--- src/rtl/chan_incr_pipe.sv ---
// Per-channel add-with-carry of a shared step, with wrap/saturate mode,
// buffered through a 2-entry result FIFO with valid/ready handshakes on both sides.
module chan_incr_pipe #(
  parameter int WIDTH  = 40,
  parameter int NCHAN  = 3,
  parameter int STEP_W = 8,
  parameter int CNT_W  = 16
) (
  input  logic                   clk,
  input  logic                   reset,
  input  logic                   in_valid,
  output logic                   in_ready,
  input  logic [NCHAN*WIDTH-1:0] in_data,
  input  logic [STEP_W-1:0]      in_step,
  input  logic                   in_sat,
  output logic                   out_valid,
  input  logic                   out_ready,
  output logic [NCHAN*WIDTH-1:0] out_data,
  output logic [NCHAN-1:0]       out_ovf,
  output logic [CNT_W-1:0]       xfer_count
);

  typedef enum logic [1:0] {
    ST_EMPTY = 2'd0,
    ST_ONE   = 2'd1,
    ST_FULL  = 2'd2
  } state_t;

  state_t                 r_state;
  state_t                 w_state_nxt;
  logic [NCHAN*WIDTH-1:0] r_head_data;
  logic [NCHAN-1:0]       r_head_ovf;
  logic [NCHAN*WIDTH-1:0] r_tail_data;
  logic [NCHAN-1:0]       r_tail_ovf;
  logic [CNT_W-1:0]       r_xfer_count;

  logic                   w_push;
  logic                   w_pop;
  logic                   w_load_head;
  logic                   w_load_tail;
  logic                   w_shift;
  logic [NCHAN*WIDTH-1:0] w_res_data;
  logic [NCHAN-1:0]       w_res_ovf;
  logic [WIDTH:0]         w_sum;

  assign in_ready   = !reset && (r_state != ST_FULL);
  assign out_valid  = (r_state != ST_EMPTY);
  assign out_data   = r_head_data;
  assign out_ovf    = r_head_ovf;
  assign xfer_count = r_xfer_count;

  assign w_push = in_valid && in_ready;
  assign w_pop  = out_valid && out_ready;

  // Channels are summed one bit wider than the datum so each carry stays local.
  always_comb begin
    w_sum      = '0;
    w_res_data = '0;
    w_res_ovf  = '0;
    for (int c = 0; c < NCHAN; c++) begin
      w_sum        = {1'b0, in_data[c*WIDTH +: WIDTH]} + (WIDTH+1)'(in_step);
      w_res_ovf[c] = w_sum[WIDTH];
      if (in_sat && w_sum[WIDTH]) begin
        w_res_data[c*WIDTH +: WIDTH] = {WIDTH{1'b1}};
      end else begin
        w_res_data[c*WIDTH +: WIDTH] = w_sum[WIDTH-1:0];
      end
    end
  end

  always_ff @(posedge clk) begin
    if (reset) begin
      r_state <= ST_EMPTY;
    end else begin
      r_state <= w_state_nxt;
    end
  end

  always_comb begin
    w_state_nxt = r_state;
    w_load_head = 1'b0;
    w_load_tail = 1'b0;
    w_shift     = 1'b0;
    case (r_state)
      ST_EMPTY: begin
        if (w_push) begin
          w_state_nxt = ST_ONE;
          w_load_head = 1'b1;
        end else begin
          w_state_nxt = ST_EMPTY;
        end
      end
      ST_ONE: begin
        case ({w_push, w_pop})
          2'b10: begin
            w_state_nxt = ST_FULL;
            w_load_tail = 1'b1;
          end
          2'b01:   w_state_nxt = ST_EMPTY;
          // Simultaneous push/pop: the new result replaces the departing head.
          2'b11: begin
            w_state_nxt = ST_ONE;
            w_load_head = 1'b1;
          end
          default: w_state_nxt = ST_ONE;
        endcase
      end
      ST_FULL: begin
        if (w_pop) begin
          w_state_nxt = ST_ONE;
          w_shift     = 1'b1;
        end else begin
          w_state_nxt = ST_FULL;
        end
      end
      default: w_state_nxt = ST_EMPTY;
    endcase
  end

  always_ff @(posedge clk) begin
    if (reset) begin
      r_head_data <= '0;
      r_head_ovf  <= '0;
      r_tail_data <= '0;
      r_tail_ovf  <= '0;
    end else begin
      if (w_load_head) begin
        r_head_data <= w_res_data;
        r_head_ovf  <= w_res_ovf;
      end else if (w_shift) begin
        r_head_data <= r_tail_data;
        r_head_ovf  <= r_tail_ovf;
      end else begin
        r_head_data <= r_head_data;
        r_head_ovf  <= r_head_ovf;
      end
      if (w_load_tail) begin
        r_tail_data <= w_res_data;
        r_tail_ovf  <= w_res_ovf;
      end else begin
        r_tail_data <= r_tail_data;
        r_tail_ovf  <= r_tail_ovf;
      end
    end
  end

  always_ff @(posedge clk) begin
    if (reset) begin
      r_xfer_count <= '0;
    end else if (w_pop) begin
      r_xfer_count <= r_xfer_count + {{(CNT_W-1){1'b0}}, 1'b1};
    end else begin
      r_xfer_count <= r_xfer_count;
    end
  end

endmodule
--- config.mk ---
export PLATFORM = sky130hd
export DESIGN_NAME = chan_incr_pipe
export DESIGN_NICKNAME = d
export VERILOG_FILES = /design/src/rtl/chan_incr_pipe.sv
export SDC_FILE = /design/constraint.sdc
export NUM_CORES = 1
export LEC_CHECK = 0
export BUFFER_PORTS_ARGS = -buffer_cell sky130_fd_sc_hd__buf_4
export CORE_ASPECT_RATIO = 1.1
export CORE_UTILIZATION = 56
export DETAILED_ROUTE_END_ITERATION = 7
export PLACE_DENSITY = 0.91
export SYNTH_ARGS = -nofsm -noshare
export SYNTH_HDL_FRONTEND = slang
export SYNTH_SLANG_ARGS = --single-unit
--- constraint.sdc ---
create_clock -name clk -period 3.16 [get_ports clk]
set_clock_uncertainty 0.15 [all_clocks]
set_input_delay 0.316 -clock clk [delete_from_list [all_inputs] [get_ports clk]]
set_output_delay 0.316 -clock clk [all_outputs]
set_load 0.1 [all_outputs]
; ---- After elaboration in Yosys (flattened, before gate mapping)
; Cells that the tools add are included.
[classes]
muxes = 18
n_eq_ne = 6
reduce_logical = 10
addsub = 4
[op_table]
columns = cell, count
row1 = $mux 120, 2
row2 = $add 40x8->41, 3
row3 = $mux 40, 3
row4 = $add 16x1->16 const B, 1
row5 = $mux 1, 7
row6 = $eq 2x2->1 const B, 3
row7 = $logic_and 1x1->1, 6
row8 = $mux 3, 2
row9 = $pmux 2 s3, 1
row10 = $eq 2x1->1 const B, 2
row11 = $pmux 2 s2, 1
row12 = $reduce_bool 2->1, 2
row13 = $logic_not 2->1, 1
row14 = $mux 2, 1
row15 = $ne 2x2->1 const B, 1
row16 = $pmux 1 s2, 1
row17 = $logic_not 1->1, 1
[totals]
regBits = 264
out_inout_bits = 141

; ---- Longest topological paths before layout
[logic_depth]
word_depth = 7
ltp_mapped = 13
mapped_depth_nobuf = 10

; ---- Worst setup path before layout
; OpenSTA, ideal clock, no wires.
[synth_path]
path_type = input to register
startpoint = in reset
endpoint = reg r_head_data[102] (netlist: out_data[102])
path_stages = 11
setup_time_ns = 0.070
n_path_buf = 4
t_arrival_ns = 3.807
slack_ns = -0.868
path_cell_list = clkbuf_1 clkbuf_1 a21oi_1 and2_1 ha_1 nand2_1 a21oi_1 clkbuf_1 clkbuf_1 o2111ai_1 a21oi_1
[synth_between]
elab_chain_cells = 7
elab_cells_between_ends = 9
classes_between = 1 x eq/ne / 4 x mux / 4 x reduce/logical
[synth_rtl]
columns = item, line_no
row1 = "start, declared", 10  ; input logic reset,
row2 = $logic_not 1->1 *, 46  ; assign in_ready = !reset && (r_state != ST_FULL);
row3 = $logic_and 1x1->1 *, 46
row4 = via in_ready, 12  ; output logic in_ready,
row5 = $logic_and 1x1->1 *, 52  ; assign w_push = in_valid && in_ready;
row6 = $eq 2x2->1, 94  ; case ({w_push, w_pop})
row7 = $mux 1, 94
row8 = $pmux 1 s2 *, 84  ; case (r_state)
row9 = $mux 120 / $reduce_bool 2->1 (equally long branches), --
row10 = "end signal, assigned", 128  ; r_head_data <= w_res_data;
row11 = "end signal, assigned", 131  ; r_head_data <= r_tail_data;
row12 = "end signal, assigned", 134  ; r_head_data <= r_head_data;
row13 = "end, declared", 31  ; logic [NCHAN*WIDTH-1:0] r_head_data;
; The timed path passes the listed nets; every way through them passes the cells marked *.
; A chain may end at the register's enable or synchronous reset.

; ---- Worst setup path after layout
[layout_path]
startpoint = reg r_state[1]
endpoint = reg r_head_data[31] (netlist: out_data[31])
[layout_between]
elab_cells_between_ends = 16
classes_between = 4 x eq/ne / 6 x mux / 6 x reduce/logical
[layout_lines]
columns = item, line_no
row1 = "start, declared", 29  ; state_t r_state;
row2 = "start signal, assigned", 75  ; r_state <= w_state_nxt;
row3 = $reduce_bool 2->1 *, 47  ; assign out_valid = (r_state != ST_EMPTY);
row4 = $logic_and 1x1->1 *, 53  ; assign w_pop = out_valid && out_ready;
row5 = via w_pop, 38  ; logic w_pop;
row6 = $eq 2x2->1, 94
row7 = $mux 1, 94
row8 = $pmux 1 s2, 84
row9 = $mux 120 / $reduce_bool 2->1 (equally long branches), --
; Marks and branches as above.

==> flow_summary.toml <==
[floorplan]
row_count = 59
initial_utilization_pct = 57.2
die-area_sq_um = 24900
die_y_um = 165
core-area_sq_um = 23800
io_pins = 274
die_x_um = 151

[finish]
multi_input_area_sq_um = 7850
fin_area_sq_um = 17300
finish.utilization_pct = 72.6
fin_cells = 2260
diodes = 0
nFillCells = 1768
drive_gt1_share_pct = 22.3
nets = 2098
seqCellArea_sq_um = 5290
syn2layout_area_growth_pct = 27.1

[synth]
async_flop_share_pct = 0
ys_ff_latch = 264
synth_area_sq_um = 13600
synth_edf_count = 0
yosysWarnings = 0
synth_cells = 1674
ys.flop_type = "dfxtp_1"
ys_types = 72
seq_area_frac_synth_pct = 38.9
synth.net_count = 1837
synth.avg_cell_area_sq_um = 8.12

[outcome]
status = "completed"

[timing]
slew_violations = 0
maxSlewHeadroom_pct = 8.80
final_hold_viol_count = 0
period_share_pct = 97.6
fin_ws_ns = 0.0767
setup_violations = 0
fin_crit_ns = 3.08
maxClockFrequency_mhz = 324
rsz0062_at_grt = "no"
worst_pin_slew_ns = 1.37

[clock_network]
cts.reportedPaths.clkPinSlew_ns = 0.07
cts_tree = "done"
insertion_delay_ns = 0.54
clock_sinks = 264
htree_levels = 1
numCtsBuffers = 27
clockBufferDepth = 3
root_buffer = "clkbuf_16"

[setup_path]
crit_fanout = 31
path_buf_inv = 1
crit_family = "simple AND/OR/NAND/NOR gates"
worstSetupPathType = "reg2reg"
required_ns = 3.43
start_kind = "flop"
critPathSlowestCell = "dfxtp_1"
slowest_delay_ns = 0.40
critPathArrivalTime_ns = 3.36
endpoint_kind = "flop"
path_cells = "or2_2 -> nand2_1 -> clkinvlp_4 -> ha_1 -> nand2_4 -> a21o_4 -> and3_1 -> a21oi_1 -> and2_1 -> a221oi_1"

[grt]
grt_overflow_total = 0
grt_pass1_wl_um = 72400
grt_pass1_vias = 14100
grt_use_total_pct = 36.6
grt_max_degree = 232
antenna_found_initial = 0

[job]
cap_violations = 0

[route]
wl_per_cell_um = 21.2
avgViaCountPerCell = 6.56
drc = 0
ant_nets = 0
drt_pass1_iterations = 6
routed_wl_um = 47800
drtIter0Drc = 1523
via_count = 14800

[placed_design]
place_ws_ns = -0.0793
dpl-instance-area_sq_um = 16100
gp_congestion = 0.978
place_hpwl_um = 32500
dp.cells = 2191
port_buffers = 273

[power]
p_sw_mw = 3.00
pwr-share-comb_pct = 23.3
seq_power_share_pct = 39.6
switching_share_pct = 32.9
peakVddDrop_v = 0.000386
leakagePower_nw = 6.78
power_mw = 9.11
power_density_nw_per_um2 = 528
p_int_mw = 6.11
power.share.clock_pct = 37.1

[hold_path]
min_path_type = "in2reg"
-- metal layers --
| metal | up-vias | global-route usage, % | wire length, um | part of all wire, % |
|---|---|---|---|---|
| met3 | 220 | 5.60 | 4830 | 10 |
| met4 | 0 | 22.4 | 2810 | 5.9 |
| met1 | 6875 | 43.4 | 17300 | 36 |
| met2 | 1068 | 62.1 | 22900 | 48 |
| li1 | 6660 | - | - | - |
| met5 | - | 0 | 0 | 0 |
-- synth_stat cells (9+ instances only) --
cell	n	area share, %
a211oi_1	44	2.4
a21o_1	21	1.2
a21oi_1	82	3.0
a221oi_1	18	1.2
a22oi_1	19	1.0
a31oi_1	57	2.6
and2_1	11	0.51
and3_1	46	2.1
and4_1	14	0.90
buf_2	12	0.44
clkbuf_1	99	2.7
dfxtp_1	264	39
ha_1	27	2.5
mux2i_1	16	1.2
nand2_1	215	5.9
nand3_1	106	3.9
nand4_1	31	1.4
nor2_1	160	4.4
nor2b_1	10	0.46
nor3_1	49	1.8
o2111ai_1	9	0.58
o211ai_1	11	0.61
o21ai_0	69	2.5
o221a_2	11	0.91
o22ai_1	51	2.3
o311a_1	9	0.66
xnor2_1	48	3.1
xor2_1	58	3.7
-- logic make-up (layout without fill, tap and decap cells) --
kind of cell,Yosys count,after routing,share of synthesized area [%]
AND/OR/NAND/NOR,678,678,24.0
multiplexers,16,16,1.18
flip-flops,264,264,38.9
adder cells (fa/ha/maj),30,30,2.93
AO/OA/AOI/OAI,448,449,22.3
XOR/XNOR,106,106,6.83
buffers and inverters,132,412,3.90
-- worst register-to-register path: stages, from the launching register on --
cell	delay, ns
dfxtp_1	0.40
or2_2	0.34
nand2_1	0.16
clkinvlp_4	0.21
ha_1	0.29
nand2_4	0.15
a21o_4	0.40
and3_1	0.28
a21oi_1	0.07
and2_1	0.20
a221oi_1	0.32
-- layout by cell type, fill, tap and decap left out, types with 7 or more instances in the layout --
cell type,n
buf_4,331
dfxtp_1,264
nand2_1,214
nor2_1,157
nand3_1,105
a21oi_1,80
o21ai_0,69
xor2_1,58
a31oi_1,57
o22ai_1,51
nor3_1,49
xnor2_1,48
and3_1,45
a211oi_1,44
nand4_1,31
ha_1,27
clkbuf_16,27
a21o_1,20
a22oi_1,19
a221oi_1,18
mux2i_1,16
dlygate4sd3_1,16
and4_1,14
and2_1,11
o211ai_1,11
o221a_2,11
nor2b_1,10
o2111ai_1,9
o311a_1,9
clkinv_2,8
inv_1,7
a311oi_1,7
-- power by group through the flow --
| stage | combinational, mW | clock [mW] | sequential [mW] |
|---|---|---|---|
| finish | 2.13 | 3.38 | 3.60 |
| global route | 2.23 | 3.52 | 3.61 |
| CTS | 2.08 | 3.39 | 3.60 |
| detailed placement | 2.05 | 0 | 3.67 |
| global placement | 2.01 | 0 | 3.67 |
| floorplan | 0.730 | 0 | 4.34 |
-- timing repair --
item	in CTS	in global routing
hold buffers	16	0
gates resized for setup	0	3
hold endpoints to repair	21	0
setup endpoints to repair	0	26
setup buffers	0	3
-- sequential cells by signal, indices dropped and copies added, names as in the netlist --
name / cells
r_tail_data: 120
out_ovf: 3
xfer_count: 16
out_data: 120
r_state: 2
r_tail_ovf: 3
-- per-stage QoR --
step | hold slack (ns) | setup TNS (ns)
finish | 0.0181 | 0
global route | 0.0301 | 0
CTS | 0.00334 | 0
detailed placement | 0.295 | -0.784
global placement | 0.289 | 0
floorplan | 0.282 | 0
-- worst paths after layout --
kind | start | end | slack, ns | cells past startpoint
setup / recovery | r_state[1]$_SDFF_PP0_ | out_data[31]$_SDFFE_PP0P_ | 0.08 | 10
hold / removal | in_data[20] | r_tail_data[20]$_SDFFE_PP0P_ | 0.02 | 4
setup reg to reg | r_state[1]$_SDFF_PP0_ | out_data[31]$_SDFFE_PP0P_ | 0.08 | 10
hold reg to reg | r_tail_ovf[1]$_SDFFE_PP0P_ | r_tail_ovf[1]$_SDFFE_PP0P_ | 0.30 | 2
-- area by class of cell --
type,instances,share of cell area [%]
Multi-Input combinational cell,1279,45.5
Inverter,9,0.217
Clock buffer,32,4.25
Timing Repair Buffer,354,16.1
Tap cell,305,2.21
Sequential cell,264,30.6
Clock inverter,17,1.16
(Power assumes the default switching activity.)
